<file path="src/rtl/cdc_pkg.sv">
// Shared types and constants for the pulse-synchronizer source side.
// Latency: n/a (declarations only).
// Backpressure: n/a.
package cdc_pkg;

  // Width of the inter-pulse gap counter; MIN_GAP must fit in it (1..255).
  localparam int GAP_CNT_W = 8;

  // Throttler FSM: wait for work, emit one pulse, then hold the line low.
  typedef enum logic [1:0] {
    IDLE  = 2'd0,
    PULSE = 2'd1,
    GAP   = 2'd2
  } thr_state_t;

  // Value loaded into the gap counter when leaving PULSE.
  function automatic logic [GAP_CNT_W-1:0] gap_load(input int unsigned min_gap);
    return GAP_CNT_W'(min_gap);
  endfunction

endpackage

</file>
<file path="src/rtl/sat_updown_counter.sv">
// Saturating up/down counter holding the number of accepted, not yet emitted events.
// Latency: count reflects inc/dec one clock after they are sampled.
// Backpressure: none; an increment while saturated (and no decrement) is discarded.
module sat_updown_counter #(
  parameter int unsigned WIDTH = 4
) (
  input  logic             clk_i,
  input  logic             rst_i,
  input  logic             inc,
  input  logic             dec,
  output logic [WIDTH-1:0] count,
  output logic             saturated
);

  localparam logic [WIDTH-1:0] CNT_MAX = '1;

  assign saturated = (count == CNT_MAX);

  // Count register: a simultaneous inc and dec cancel, even at the ceiling.
  always_ff @(posedge clk_i) begin
    if (rst_i) begin
      count <= '0;
    end else if (inc && !dec) begin
      if (!saturated) begin
        count <= count + 1'b1;
      end
    end else if (dec && !inc) begin
      // Never wrap below zero if a decrement ever arrives on an empty count.
      if (count != '0) begin
        count <= count - 1'b1;
      end
    end
  end

endmodule

</file>
<file path="src/rtl/event_pulse_throttler.sv">
// Turns single-cycle event requests into registered pulses spaced at least MIN_GAP+1 cycles apart.
// Latency: event_i in cycle N gives pulse_o in cycle N+2 when idle.
// Backpressure: none; events queue in a saturating counter, excess events are dropped (flagged with EVT_OVERFLOW_FLAG_EN).
module event_pulse_throttler
  import cdc_pkg::*;
#(
  parameter int unsigned MIN_GAP       = 4,
  parameter int unsigned PENDING_WIDTH = 4
) (
  input  logic                     clk_i,
  input  logic                     rst_i,
  input  logic                     event_i,
`ifdef EVT_OVERFLOW_FLAG_EN
  input  logic                     ovf_clear_i,
  output logic                     overflow_o,
`endif
  output logic                     pulse_o,
  output logic [PENDING_WIDTH-1:0] pending_o,
  output logic                     busy_o
);

  localparam logic [GAP_CNT_W-1:0] GAP_LOAD = gap_load(MIN_GAP);
  localparam logic [GAP_CNT_W-1:0] GAP_LAST = GAP_CNT_W'(1);

  thr_state_t           state_q;
  thr_state_t           state_d;
  logic [GAP_CNT_W-1:0] gap_q;
  logic [GAP_CNT_W-1:0] gap_d;
  logic                 pulse_q;
  logic                 enter_pulse;
  logic                 pending_nz;
  logic                 pend_saturated;
  logic                 drop;

  // Pending-event queue depth; every entry into PULSE consumes one event.
  sat_updown_counter #(
    .WIDTH (PENDING_WIDTH)
  ) u_pending (
    .clk_i     (clk_i),
    .rst_i     (rst_i),
    .inc       (event_i),
    .dec       (enter_pulse),
    .count     (pending_o),
    .saturated (pend_saturated)
  );

  assign pending_nz = |pending_o;

  // An event is lost only when the queue is full and nothing leaves this cycle.
  assign drop = event_i && !enter_pulse && pend_saturated;

  // Next-state logic: launch a pulse whenever work is queued and spacing allows.
  always_comb begin
    state_d     = state_q;
    gap_d       = gap_q;
    enter_pulse = 1'b0;
    case (state_q)
      IDLE: begin
        if (pending_nz) begin
          state_d     = PULSE;
          enter_pulse = 1'b1;
        end
      end
      PULSE: begin
        state_d = GAP;
        gap_d   = GAP_LOAD;
      end
      GAP: begin
        gap_d = gap_q - 1'b1;
        // Leaving on 1 gives exactly MIN_GAP low cycles; <= also recovers from 0.
        if (gap_q <= GAP_LAST) begin
          if (pending_nz) begin
            state_d     = PULSE;
            enter_pulse = 1'b1;
          end else begin
            state_d = IDLE;
          end
        end
      end
      default: begin
        state_d = IDLE;
        gap_d   = '0;
      end
    endcase
  end

  // State, gap counter and the registered pulse output.
  always_ff @(posedge clk_i) begin
    if (rst_i) begin
      state_q <= IDLE;
      gap_q   <= '0;
      pulse_q <= 1'b0;
    end else begin
      state_q <= state_d;
      gap_q   <= gap_d;
      pulse_q <= enter_pulse;
    end
  end

  assign pulse_o = pulse_q;
  assign busy_o  = (state_q != IDLE) || pending_nz;

`ifdef EVT_OVERFLOW_FLAG_EN
  logic ovf_q;

  // Sticky overflow flag: a drop in the same cycle as a clear keeps it set.
  always_ff @(posedge clk_i) begin
    if (rst_i) begin
      ovf_q <= 1'b0;
    end else if (drop) begin
      ovf_q <= 1'b1;
    end else if (ovf_clear_i) begin
      ovf_q <= 1'b0;
    end
  end

  assign overflow_o = ovf_q;
`else
  // Without the flag, a dropped event simply disappears.
  logic drop_unused;
  assign drop_unused = drop;
`endif

endmodule

</file>
<file path="config.mk">
export PLATFORM = sky130hd
export DESIGN_NAME = event_pulse_throttler
export DESIGN_NICKNAME = d
export VERILOG_FILES = /design/src/rtl/cdc_pkg.sv /design/src/rtl/sat_updown_counter.sv /design/src/rtl/event_pulse_throttler.sv
export SDC_FILE = /design/constraint.sdc
export NUM_CORES = 1
export LEC_CHECK = 0
export ABC_AREA = 1
export BUFFER_PORTS_ARGS = -buffer_cell sky130_fd_sc_hd__buf_2
export CORE_MARGIN = 10
export CORE_UTILIZATION = 25
export DETAILED_ROUTE_END_ITERATION = 7
export PLACE_DENSITY = 0.48
export SLEW_MARGIN = 20
export SYNTH_ARGS = -nofsm -noshare
export SYNTH_HDL_FRONTEND = slang
export SYNTH_SLANG_ARGS = --single-unit
export TNS_END_PERCENT = 20
</file>
<file path="constraint.sdc">
create_clock -name clk_i -period 3 [get_ports clk_i]
set_clock_uncertainty 0.05 [all_clocks]
set_input_delay 0.3 -clock clk_i [delete_from_list [all_inputs] [get_ports clk_i]]
set_output_delay 0.3 -clock clk_i [all_outputs]
set_load 0.01 [all_outputs]
</file>
==> out/results.ini, run 1 <==
[clock_tree]
cts_buffers=3
post_cts_buffers=0
tritoncts=built
hold_buffers=0
htreeDepth=1
clk_path_buf_depth=2
cts_resized=0
clk_pin_slew_ns=0.07
clock_tree.root_cell=clkbuf_8
clock_latency_ns=0.26
cts_sinks=15

[route]
wire_per_inst_um=10.5
wl_um=1890
vias=788
via_per_inst=4.38
drtPass1Iterations=4
drc_errors=0
ant_nets=0
drtIter0Drc=56

[timing]
finalSetupViolations=0
hold_viol_final=0
timing.final.ws_setup_ns=0.532
tightest_slew_ns=0.458
max_freq_ghz=0.405
whs_ns=0.278
slew_viol_final=0
rsz0062_at_grt=no
slew_headroom_pct=69.4
layout_min_cycle_time_ns=2.47
min_period_over_period_pct=82.3
timing.setup.tns_ns=0

[global_route]
grt_pass1_vias=812
grt_first_pass_wirelength_um=3430
grt_use_total_pct=6.49
grt_max_degree=12
overflow=0
antenna_found_initial=0

[logic_synthesis]
synth_cell_types=27
yosys_warnings=0
netlist_instances=121
syn_avg_cell_area_um2=7.69
ys_ff_latch=15
syn-cell-area_um2=931
yosysSeqAreaShare_pct=32.3
synth_nets=133

[worst_setup_path]
crit_slowest_cell=dfxtp_1
worst-path-buf-inv=2
cp-end-kind=flop
cp_top_family=simple AND/OR/NAND/NOR gates
worstSetupPathType=reg -> reg
crit_arrival_ns=2.57
cp_cell_sequence=inv_1, ha_1, inv_1, nand2_1, nand2_2, nor2_4, nand2_2, nand3_1, ha_1, a21boi_0, nor2_1, nand4_1, nand2_1, nor2_2, nor2_1, nor2_1
path_common_cell=nor2_1
cp-start-kind=flop
crit_required_ns=3.10
cpPeakStageDelay_ns=0.41
critPathMaxFanout=5

[finish]
layout-drive-gt1-share_pct=22.7
n_antenna_cell=0
area_growth_pct=15.2
final_common_cell=inv_1
final_cell_mix=inv_1, dfxtp_1, nor2_1, nand2_1, a21oi_1
layout.nets=145

[power]
pwr_density_cell_nw_per_um2=1190
irDropWorstVdd_v=0.000386
leakage_nw=0.481

[run_status]
run_status=finished clean

[floorplan]
die_w_um=81.0
core_area_um2=3630
die_height_um=81.0
ios=9
rows=22
start_util_pct=25.6
die_area_um2=6560

[place]
pre_cts_ws_ns=0.542
dp_hpwl_um=1510
gp_congestion=0.845
port_buffers=8

[worst_hold_path]
hold_class=in -> reg

[run]
drv_cap=0

==> path summary, 6_finish.rpt <==
path	from	to	slack, ns	cells past startpoint
max	gap_q[0]$_SDFFE_PP0N_	u_pending.count[3]$_SDFFE_PP0P_	0.53	16
min	rst_i	gap_q[2]$_SDFFE_PP0N_	0.28	2
max reg2reg	gap_q[0]$_SDFFE_PP0N_	u_pending.count[3]$_SDFFE_PP0P_	0.53	16
min reg2reg	gap_q[1]$_SDFFE_PP0N_	gap_q[1]$_SDFFE_PP0N_	0.44	2
==> per-stage QoR <==
stage	total power (W)	instance area, µm²	cells	utilization, %
2_1_floorplan	0.000952	931	121	-
3_3_place_gp	0.00110	1030	176	28.2
3_5_place_dp	0.00111	1030	176	28.2
4_1_cts	0.00129	1070	180	29.5
5_1_grt	0.00143	1070	180	29.5
6_report	0.00127	1070	180	29.5
==> layer usage <==
layer	vias to the layer above	part of all wire [%]	track usage, %
met4	0	0.90	1.56
met5	-	0	0
li1	418	-	-
met2	10	46	10.4
met3	2	4.1	2.54
met1	358	49	7.97
==> sequential cells by signal (all words and copies together) (netlist names) <==
name and flops:
u_pending.count 4, gap_q 8, pulse_o 1, state_q 2
==> logic make-up (layout without fill, tap and decap cells) <==
| family | count (synthesis) | in the layout | share of synthesized area [%] |
|---|---|---|---|
| compound gates | 26 | 26 | 14.9 |
| buf+inv | 18 | 29 | 7.39 |
| flops | 15 | 15 | 32.3 |
| xor+xnor | 3 | 3 | 2.82 |
| simple gates | 50 | 50 | 29.7 |
| fa+ha+maj | 9 | 9 | 12.9 |
==> where the power goes <==
group,internal [W],total [W],switching [W],leakage (nW)
combinational,0.000289,0.000730,0.000441,0.333
clock,0.0000922,0.000170,0.0000778,0.0255
sequential,0.000280,0.000370,0.0000901,0.123
==> cell type report <==
class	count	area (µm²)
Clock buffer	3	41.3
Clock inverter	1	5.00
Fill cell	416	2560
Inverter	17	63.8
Multi-Input combinational cell	88	562
Sequential cell	15	300
Tap cell	48	60.1
Timing Repair Buffer	8	40.0
==> cell usage after synthesis (all sizes together) <==
cell type	instances	area, µm²
o21ai	10	50.0
ha	8	100
fa	1	20.0
nor3	2	26.3
nor2	19	88.8
xor2	2	17.5
inv	17	63.8
buf	1	5.00
dfxtp	15	300
or2	1	8.76
nand4	5	37.5
nand3	3	20.0
a211oi	1	7.51
xnor2	1	8.76
a21oi	14	73.8
a21boi	1	7.51
nand2	20	95.1
(Power assumes the default switching activity.)
==> run 2: changes to the inputs <==
clock period = 2.3 ns   (was 3 ns; I/O delays follow)
==> out/results.ini, run 2 (synthesis results as in run 1) <==
[timing]
timing.final.ws_setup_ns=0.224  ; was 0.532 ns
rsz0062_at_grt=no  ; unchanged
tightest_slew_ns=0.401  ; was 0.458 ns
finalSetupViolations=0  ; unchanged
slew_headroom_pct=73.0  ; was 69.4%
timing.setup.tns_ns=0  ; unchanged
max_freq_ghz=0.482  ; was 0.405 GHz
layout_min_cycle_time_ns=2.08  ; was 2.47 ns
slew_viol_final=0  ; unchanged
min_period_over_period_pct=90.3  ; was 82.3%
hold_viol_final=0  ; unchanged

[finish]
reg_top3=gap_q (8), u_pending.count (4), state_q (2)  ; unchanged
fin_cells=185  ; was 180
n_antenna_cell=0  ; unchanged
post-route-util_pct=31.8  ; was 29.5%
area_growth_pct=24.1  ; was 15.2%
layout-drive-gt1-share_pct=30.7  ; was 22.7%
final_common_cell=inv_1  ; unchanged
fillers=391  ; was 416
final_cell_mix=inv_1, nor2_1, nand2_1, a21oi_1, dfxtp_1  ; was inv_1, dfxtp_1, nor2_1, nand2_1, a21oi_1
multi_input_area_um2=604  ; was 562 µm²
largest_register=gap_q  ; unchanged
largest_reg_flops=8  ; unchanged
ff_latch_area_um2=304  ; was 300 µm²
layout.nets=150  ; was 145

[floorplan]
start_util_pct=25.6  ; unchanged
core_area_um2=3630  ; unchanged
die_area_um2=6560  ; unchanged
rows=22  ; unchanged
ios=9  ; unchanged
die_w_um=81.0  ; unchanged
die_height_um=81.0  ; unchanged

[run_status]
run_status=finished clean  ; unchanged

[run]
drv_cap=0  ; unchanged

[global_route]
grt_max_degree=11  ; was 12
overflow=0  ; unchanged
grt_pass1_vias=792  ; was 812
grt_use_total_pct=6.55  ; was 6.49%
antenna_found_initial=0  ; unchanged
grt_first_pass_wirelength_um=3500  ; was 3430 µm

[clock_tree]
clk_pin_slew_ns=0.06  ; was 0.07 ns
clock_tree.root_cell=clkbuf_8  ; unchanged
htreeDepth=1  ; unchanged
clock_latency_ns=0.24  ; was 0.26 ns
hold_buffers=0  ; unchanged
cts_buffers=3  ; unchanged
clk_path_buf_depth=2  ; unchanged
tritoncts=built  ; unchanged
cts_sinks=15  ; unchanged

[worst_setup_path]
crit_arrival_ns=2.17  ; was 2.57 ns
cp-start-kind=flop  ; unchanged
startpoint=gap_q[0]$_SDFFE_PP0N_  ; unchanged
crit_required_ns=2.39  ; was 3.10 ns
worstSetupPathType=reg -> reg  ; unchanged
cp-end-kind=flop  ; unchanged
r2r_cells=16  ; unchanged
critPathMaxFanout=5  ; unchanged
rr_startpoint=gap_q[0]$_SDFFE_PP0N_  ; unchanged

[route]
drtPass1Iterations=4  ; unchanged
via_per_inst=4.26  ; was 4.38
wire_per_inst_um=10.7  ; was 10.5 µm
drc_errors=0  ; unchanged
vias=789  ; was 788
wl_um=1970  ; was 1890 µm
ant_nets=0  ; unchanged
drtIter0Drc=36  ; was 56

[power]
irDropWorstVdd_v=0.000488  ; was 0.000386 V
p_sw_w=0.000822  ; was 0.000609 W
p_seq_share_pct=27.0  ; was 29.1%
power_frac_clock_pct=12.2  ; was 13.4%
leakage_nw=0.505  ; was 0.481 nW
power_w=0.00176  ; was 0.00127 W
p_comb_share_pct=60.7  ; was 57.5%
switching_share_pct=46.7  ; was 47.9%
pwr_density_cell_nw_per_um2=1520  ; was 1190 nW/µm²
intPower_w=0.000937  ; was 0.000661 W

[place]
dp_cells=181  ; was 176
dp_hpwl_um=1550  ; was 1510 µm
gp_congestion=0.734  ; was 0.845
port_buffers=8  ; unchanged
pre_cts_ws_ns=0.0632  ; was 0.542 ns

[worst_hold_path]
min_path_cells=2  ; unchanged
hold_class=in -> reg  ; unchanged
min_from=rst_i  ; unchanged

[run 2: cell types whose count changed in the layout (fill, tap and decap cells not counted), moves of 2 or more]
cell	previous run	this run
dfxtp_2	0	3
ha_1	8	4
buf_4	0	5
ha_4	0	2
ha_2	0	2
dfxtp_1	15	12
[run 2: metal layers]
layer / GRT usage [%] / vias to the layer above / wire (µm)
li1: - / 425 / -
met1: 8.27 / 351 / 962
met2: 9.95 / 9 / 912
met3: 1.99 / 4 / 76
met4: 3.11 / 0 / 22
met5: 0 / - / 0
[run 2: cell type report]
cell class | instances | share of cell area (%)
Multi-Input combinational cell | 88 | 52.3
Sequential cell | 15 | 26.3
Tap cell | 48 | 5.20
Timing Repair Buffer | 13 | 6.72
Inverter | 17 | 5.53
Clock buffer | 4 | 3.90
[run 2: stage by stage]
stage | hold WS, ns | area [µm²]
floorplan | 0.249 | 931
global placement | 0.416 | 1060
detailed placement | 0.425 | 1060
CTS | 0.210 | 1110
global route | 0.221 | 1150
finish | 0.210 | 1150
[run 2: repair_timing]
action | 4_1_cts | 5_1_grt
endpoints found under the setup margin | 0 | 1
buffers inserted | 0 | 0
resized for setup | 0 | 10
[run 2: critical path, cell delays in order (launching register included)]
cell and delay (ns):
dfxtp_2 0.32, inv_1 0.09, ha_2 0.22, inv_1 0.05, nand2_1 0.07, nand2_2 0.06, nor2_4 0.09, nand2_2 0.09
nand3_4 0.10, ha_4 0.21, a21boi_1 0.12, nor2_1 0.14, nand4_1 0.12, nand2_1 0.09, nor2_2 0.04, nor2_1 0.08
nor2_1 0.05
[run 2: final timing paths]
check                           slack (ns)                         endpoint
worst min-delay path                  0.21            gap_q[1]$_SDFFE_PP0N_
worst max register to register        0.22  u_pending.count[3]$_SDFFE_PP0P_
worst max-delay path                  0.22  u_pending.count[3]$_SDFFE_PP0P_
worst min register to register        0.43            gap_q[1]$_SDFFE_PP0N_
[run 2: power groups by stage]
stage | Combinational (W) | Clock, W | Sequential, W
floorplan | 0.000759 | 0 | 0.000484
global placement | 0.00101 | 0 | 0.000471
detailed placement | 0.00103 | 0 | 0.000474
CTS | 0.00103 | 0.000224 | 0.000470
global route | 0.00124 | 0.000238 | 0.000494
finish | 0.00107 | 0.000215 | 0.000475
